$ cat src/rtl/led_report_pkg.sv
// Shared definitions for the LED count UART reporter.
// ASCII constants, FSM state encodings and the nibble-to-hex helper.
package led_report_pkg;

    localparam logic [7:0] ASCII_0  = 8'h30;
    localparam logic [7:0] ASCII_A  = 8'h41;
    localparam logic [7:0] ASCII_CR = 8'h0D;
    localparam logic [7:0] ASCII_LF = 8'h0A;

    typedef enum logic {
        ST_IDLE,
        ST_SEND
    } top_state_t;

    typedef enum logic [1:0] {
        TX_IDLE,
        TX_START,
        TX_DATA,
        TX_STOP
    } tx_state_t;

    // 0-9 -> '0'..'9', 10-15 -> 'A'..'F'
    function automatic logic [7:0] nibble_to_ascii(input logic [3:0] nib);
        logic [7:0] n8;
        n8 = {4'h0, nib};
        if (nib < 4'd10) begin
            return ASCII_0 + n8;
        end
        return ASCII_A + n8 - 8'd10;
    endfunction

endpackage

$ cat src/rtl/uart_tx_byte.sv
// 8N1 UART byte transmitter, LSB first, idle high.
// Ports: clk, rst (sync, active high), start/data (accepted when ready),
//        tx (serial line), ready (can take a byte this cycle),
//        done (one-cycle pulse on the last cycle of the stop bit).
module uart_tx_byte
    import led_report_pkg::*;
#(
    parameter int CLK_FREQ = 25_000_000,
    parameter int BAUD     = 115_200
) (
    input  logic       clk,
    input  logic       rst,
    input  logic       start,
    input  logic [7:0] data,
    output logic       tx,
    output logic       ready,
    output logic       done
);

    localparam int          BIT_CYCLES = CLK_FREQ / BAUD;
    localparam logic [31:0] LAST       = 32'(BIT_CYCLES - 1);
    localparam logic [31:0] PRE_LAST   = 32'(BIT_CYCLES - 2);

    tx_state_t   state;
    logic [31:0] baud_cnt;
    logic [2:0]  bit_idx;
    logic [7:0]  shreg;
    logic        bit_end;

    assign bit_end = (baud_cnt == LAST);

    // Ready in the final stop-bit cycle lets the next byte follow with no gap.
    assign ready = (state == TX_IDLE) || ((state == TX_STOP) && bit_end);

    always_ff @(posedge clk) begin
        if (rst) begin
            state    <= TX_IDLE;
            tx       <= 1'b1;
            baud_cnt <= '0;
            bit_idx  <= '0;
            shreg    <= '0;
            done     <= 1'b0;
        end else begin
            done <= 1'b0;
            case (state)
                TX_IDLE: begin
                    if (start) begin
                        state    <= TX_START;
                        tx       <= 1'b0;
                        shreg    <= data;
                        baud_cnt <= '0;
                    end
                end
                TX_START: begin
                    if (bit_end) begin
                        state    <= TX_DATA;
                        baud_cnt <= '0;
                        bit_idx  <= '0;
                        tx       <= shreg[0];
                    end else begin
                        baud_cnt <= baud_cnt + 32'd1;
                    end
                end
                TX_DATA: begin
                    if (bit_end) begin
                        baud_cnt <= '0;
                        if (bit_idx == 3'd7) begin
                            state <= TX_STOP;
                            tx    <= 1'b1;
                        end else begin
                            bit_idx <= bit_idx + 3'd1;
                            tx      <= shreg[1];
                            shreg   <= {1'b0, shreg[7:1]};
                        end
                    end else begin
                        baud_cnt <= baud_cnt + 32'd1;
                    end
                end
                TX_STOP: begin
                    if (bit_end) begin
                        baud_cnt <= '0;
                        if (start) begin
                            state <= TX_START;
                            tx    <= 1'b0;
                            shreg <= data;
                        end else begin
                            state <= TX_IDLE;
                        end
                    end else begin
                        baud_cnt <= baud_cnt + 32'd1;
                        // Registered so it is high exactly while baud_cnt == LAST.
                        done     <= (baud_cnt == PRE_LAST);
                    end
                end
                default: state <= TX_IDLE;
            endcase
        end
    end

endmodule

$ cat src/rtl/led_uart_reporter.sv
// Reports every change of the 8-bit LED count as two ASCII hex chars over UART.
// Ports: clk, rst (sync, active high), value[7:0] (count to watch),
//        tx (UART line), busy (frame in flight), frame_done (end of frame pulse).
// Option: define LED_REPORT_CRLF_EN to append CR LF to every frame.
module led_uart_reporter
    import led_report_pkg::*;
#(
    parameter int CLK_FREQ = 25_000_000,
    parameter int BAUD     = 115_200
) (
    input  logic       clk,
    input  logic       rst,
    input  logic [7:0] value,
    output logic       tx,
    output logic       busy,
    output logic       frame_done
);

`ifdef LED_REPORT_CRLF_EN
    localparam int                 IDX_W    = 2;
    localparam logic [IDX_W-1:0]   LAST_IDX = 2'd3;
`else
    localparam int                 IDX_W    = 1;
    localparam logic [IDX_W-1:0]   LAST_IDX = 1'd1;
`endif

    top_state_t       state;
    logic             pending;
    logic [7:0]       snapshot;
    logic [7:0]       last_seen;
    logic [IDX_W-1:0] char_idx;
    logic             last_issued;
    logic             changed;
    logic             restart;
    logic             start;
    logic [7:0]       char_data;
    logic             tx_ready;
    logic             tx_done;

    assign changed    = (value != last_seen);
    assign frame_done = (state == ST_SEND) && tx_done && last_issued;

    // A pending change at the end of a frame snapshots the live value and
    // launches its high nibble in the same cycle, so frames abut.
    assign restart = frame_done && pending;
    assign start   = restart ||
                     ((state == ST_SEND) && tx_ready && !last_issued);

    always_comb begin
        char_data = nibble_to_ascii(snapshot[7:4]);
        if (restart) begin
            char_data = nibble_to_ascii(value[7:4]);
        end else begin
            case (char_idx)
                IDX_W'(0): char_data = nibble_to_ascii(snapshot[7:4]);
                IDX_W'(1): char_data = nibble_to_ascii(snapshot[3:0]);
`ifdef LED_REPORT_CRLF_EN
                IDX_W'(2): char_data = ASCII_CR;
                IDX_W'(3): char_data = ASCII_LF;
`endif
                default:   char_data = nibble_to_ascii(snapshot[7:4]);
            endcase
        end
    end

    always_ff @(posedge clk) begin
        if (rst) begin
            state       <= ST_IDLE;
            busy        <= 1'b0;
            pending     <= 1'b1;
            snapshot    <= '0;
            last_seen   <= '0;
            char_idx    <= '0;
            last_issued <= 1'b0;
        end else begin
            last_seen <= value;
            case (state)
                ST_IDLE: begin
                    if (pending) begin
                        // A change this same cycle is captured here.
                        snapshot    <= value;
                        pending     <= 1'b0;
                        busy        <= 1'b1;
                        state       <= ST_SEND;
                        char_idx    <= '0;
                        last_issued <= 1'b0;
                    end else if (changed) begin
                        pending <= 1'b1;
                    end
                end
                ST_SEND: begin
                    if (frame_done) begin
                        if (pending) begin
                            snapshot    <= value;
                            pending     <= 1'b0;
                            char_idx    <= IDX_W'(1);
                            last_issued <= 1'b0;
                        end else begin
                            state       <= ST_IDLE;
                            busy        <= 1'b0;
                            char_idx    <= '0;
                            last_issued <= 1'b0;
                            pending     <= changed;
                        end
                    end else begin
                        if (changed) begin
                            pending <= 1'b1;
                        end
                        if (start) begin
                            char_idx <= char_idx + IDX_W'(1);
                            if (char_idx == LAST_IDX) begin
                                last_issued <= 1'b1;
                            end
                        end
                    end
                end
                default: state <= ST_IDLE;
            endcase
        end
    end

    uart_tx_byte #(
        .CLK_FREQ (CLK_FREQ),
        .BAUD     (BAUD)
    ) u_tx (
        .clk   (clk),
        .rst   (rst),
        .start (start),
        .data  (char_data),
        .tx    (tx),
        .ready (tx_ready),
        .done  (tx_done)
    );

endmodule

$ cat config.mk
export PLATFORM = sky130hd
export DESIGN_NAME = led_uart_reporter
export DESIGN_NICKNAME = d
export VERILOG_FILES = /design/src/rtl/led_report_pkg.sv /design/src/rtl/uart_tx_byte.sv /design/src/rtl/led_uart_reporter.sv
export SDC_FILE = /design/constraint.sdc
export NUM_CORES = 1
export LEC_CHECK = 0
export ABC_AREA = 1
export CORE_MARGIN = 2
export CORE_UTILIZATION = 40
export DETAILED_ROUTE_END_ITERATION = 16
export GPL_TIMING_DRIVEN = 0
export PLACE_DENSITY_LB_ADDON = 0.08
export SLEW_MARGIN = 20
export SYNTH_ARGS = -nofsm -noshare
export SYNTH_HDL_FRONTEND = slang
export SYNTH_SLANG_ARGS = --single-unit
$ cat constraint.sdc
create_clock -name clk -period 2.3 [get_ports clk]
set_input_delay 0.23 -clock clk [delete_from_list [all_inputs] [get_ports clk]]
set_output_delay 0.23 -clock clk [all_outputs]
set_load 0.02 [all_outputs]
==> run summary <==
Net Count, Synth: 676
Critical Path Fanout Max: 10
drt wl/cell: 13.5 µm
Max VDD drop: 0.000385 V
pin count of the biggest net entering global routing: 11
Final ANT Viol Nets: 0
Final Hold Viols: 0
Setup Skew: 0.00847 ns
Ports: 13
DR vias: 4,076
FP Rows: 37
setup bufs post-CTS: 0
Clock transition at path regs: 0.08 ns
final net count: 698
final setup violation count: 0
Via density: 5.00
total CTS buffers: 9
GRT Total Usage: 0.207
Die Ht: 107 µm
post-synthesis cell count: 653
Pleak: 1.99 nW
Initial DRC Count: 219
CP Cell Sequence: inv_1, ha_1, buf_2, inv_1, clkbuf_1, o21ai_0, o22ai_1, nand3_1, nand2_1, nor2_2
yosys warns: 0
fill count: 1,148
clock power share: 0.255
R2R setup slack: 0.24 ns
Crit-path slowest cell: dfxtp_1
startpoint class of the critical path: register
Max Freq: 0.485 GHz
Cell Int Power: 2.12 mW
first-pass GRT wire length: 18,600 µm
CP arrival: 2.31 ns
Max Slew Vio Count: 0
share of layout cells above drive strength 1: 0.100
core footprint: 0.0103 mm²
TNS Setup: 0 ns
Psw: 1.38 mW
Pre-antenna DRT Iters: 5
gp weighted congestion: 0.901
HP Class: in2reg
clk buf depth: 2
Final Cycle Share: 0.896
post-cts resize count: 0
Clk Latency, worst-skew pair: 0.35 ns
Die X: 107 µm
Sink Count: 67
die area: 0.0114 mm²
Worst Tran Pin Value: 0.673 ns
Max Cap Viol: 0
top cell family by delay on the critical path: buffers and inverters
Worst setup EP type: register
remaining routing DRC violations: 0
multi-input logic area: 0.00239 mm²
CTS tree: done
post-DP HPWL: 8360 µm
IO buf count: 11
Seq pwr share: 0.387
WL final: 11,000 µm
most frequent CP cell: inv_1
Hold WS: 0.427 ns
cell area power density: 752 mW/mm²
Max stage delay on crit path: 0.38 ns
Max-slew headroom: 0.551
sw frac: 0.394
Seq cells post-synth: 67
GRT overflow: 0
H-tree depth: 3
FF/Latch Area: 0.00134 mm²
sequential share of the synthesized area: 0.319
CTS hold repair buffers: 0
unrepaired setup endpoints after global routing: no
Setup Crit Path Kind: reg2reg
min Tclk post-route: 2.06 ns
Distinct cells, synth: 42
initial antenna violation count: 0
Root Buffer: clkbuf_8
synthesis-to-finish area growth: 10.5%
Inserted Diodes: 0
status: finished clean
Initial Util: 0.410
area of the mapped netlist: 0.00421 mm²
Gate power share: 0.358
Req. time, crit path: 2.55 ns
Avg Cell Area, Syn: 6.45 µm²
vias in the first global route: 3,895
Worst Path Buf+Inv: 4
[stage by stage]
step           setup WS [ns]  total power [mW]  std cells  cell area, µm²   util
3_3_place_gp           0.219              2.63        800            4490  0.437
4_1_cts                0.214              3.55        815            4650  0.453
5_1_grt              0.00450              3.78        815            4650  0.453
3_5_place_dp           0.231              2.65        800            4490  0.437
6_report               0.240              3.50        815            4650  0.453
2_1_floorplan          0.558              2.33        653            4210      -
[cell families (layout without fill, tap and decap cells)]
group                      count (synthesis)  in the layout  synth area share
AOI/OAI and AO/OA                        109            109             0.142
xor gates and xnor gates                   5              5            0.0104
adders and majority gates                 13             13            0.0386
buffers and inverters                    113            139             0.113
DFF                                       67             67             0.319
and+or+nand+nor                          346            346             0.377
[path summary, 6_finish.rpt]
path,startpoint,endpoint,cells after the start
worst max register to register,u_tx.state[0]$_SDFFE_PP0P_,u_tx.shreg[5]$_SDFFE_PP0P_,10
worst min register to register,u_tx.shreg[4]$_SDFFE_PP0P_,u_tx.shreg[4]$_SDFFE_PP0P_,2
worst max-delay path,u_tx.state[0]$_SDFFE_PP0P_,u_tx.shreg[5]$_SDFFE_PP0P_,10
worst min-delay path,rst,u_tx.state[0]$_SDFFE_PP0P_,4
[cell usage after synthesis (all sizes together)]
library cell | number | area, µm²
dfxtp | 67 | 1340
o31ai | 4 | 35.0
nor2 | 81 | 353
buf | 10 | 76.3
o2111ai | 1 | 8.76
xor2 | 1 | 8.76
or2 | 5 | 31.3
xnor2 | 4 | 35.0
nand3 | 63 | 338
inv | 94 | 355
a211oi | 2 | 15.0
o211ai | 3 | 27.5
nor3 | 19 | 111
nand4 | 11 | 68.8
o22ai | 2 | 12.5
clkinv | 1 | 5.00
o21ai | 42 | 210
a21oi | 54 | 282
nand2 | 165 | 674
clkbuf | 8 | 40.0
a31oi | 1 | 6.26
nor4 | 2 | 12.5
ha | 13 | 163
[layout make-up]
type | instances | area share
sequential | 67 | 0.288
tap | 136 | 0.0366
multi-input combinational | 473 | 0.514
inverter | 95 | 0.0775
clock inverter | 3 | 0.00323
clock buffer | 12 | 0.0312
buffer | 18 | 0.0250
timing repair buffer | 11 | 0.0237
[flip-flops by register name, summed over array words and instances (netlist names), 2 cells and up]
register and cells:
last_seen 8, snapshot 8, u_tx.baud_cnt 32, u_tx.bit_idx 3, u_tx.shreg 7, u_tx.state 2
[power by group through the flow]
| stage | combinational [mW] | clock [mW] | sequential [mW] |
|---|---|---|---|
| after detailed placement | 1.27 | 0 | 1.38 |
| final | 1.25 | 0.891 | 1.35 |
| after CTS | 1.27 | 0.925 | 1.35 |
| after global routing | 1.44 | 0.970 | 1.37 |
| after global placement | 1.25 | 0 | 1.38 |
| after floorplan | 0.956 | 0 | 1.37 |
[metal layers]
layer  GRT usage  share of wire
met5           0              0
met4      0.0659          0.018
met3      0.0286          0.032
met2       0.380           0.50
met1       0.248           0.45
[layout by cell type (no fill, tap or decap), drive strengths merged]
cell type      synthesis  routed
nand2                165     165
inv                   94      94
nor2                  81      81
dfxtp                 67      67
nand3                 63      63
a21oi                 54      54
o21ai                 42      42
clkbuf                 8      20
nor3                  19      19
ha                    13      13
nand4                 11      11
clkdlybuf4s50          0      11
buf                   10      10
or2                    5       5
clkinv                 1       4
xnor2                  4       4
o31ai                  4       4
o211ai                 3       3
nor4                   2       2
o22ai                  2       2
a211oi                 2       2
o2111ai                1       1
a31oi                  1       1
xor2                   1       1
[worst min-delay path: stages]
cell and delay [ns]:
clkbuf_1 0.22, a21oi_1 0.19, nand2_1 0.07, inv_1 0.04
No activity file was read; power rests on OpenSTA's default activity.
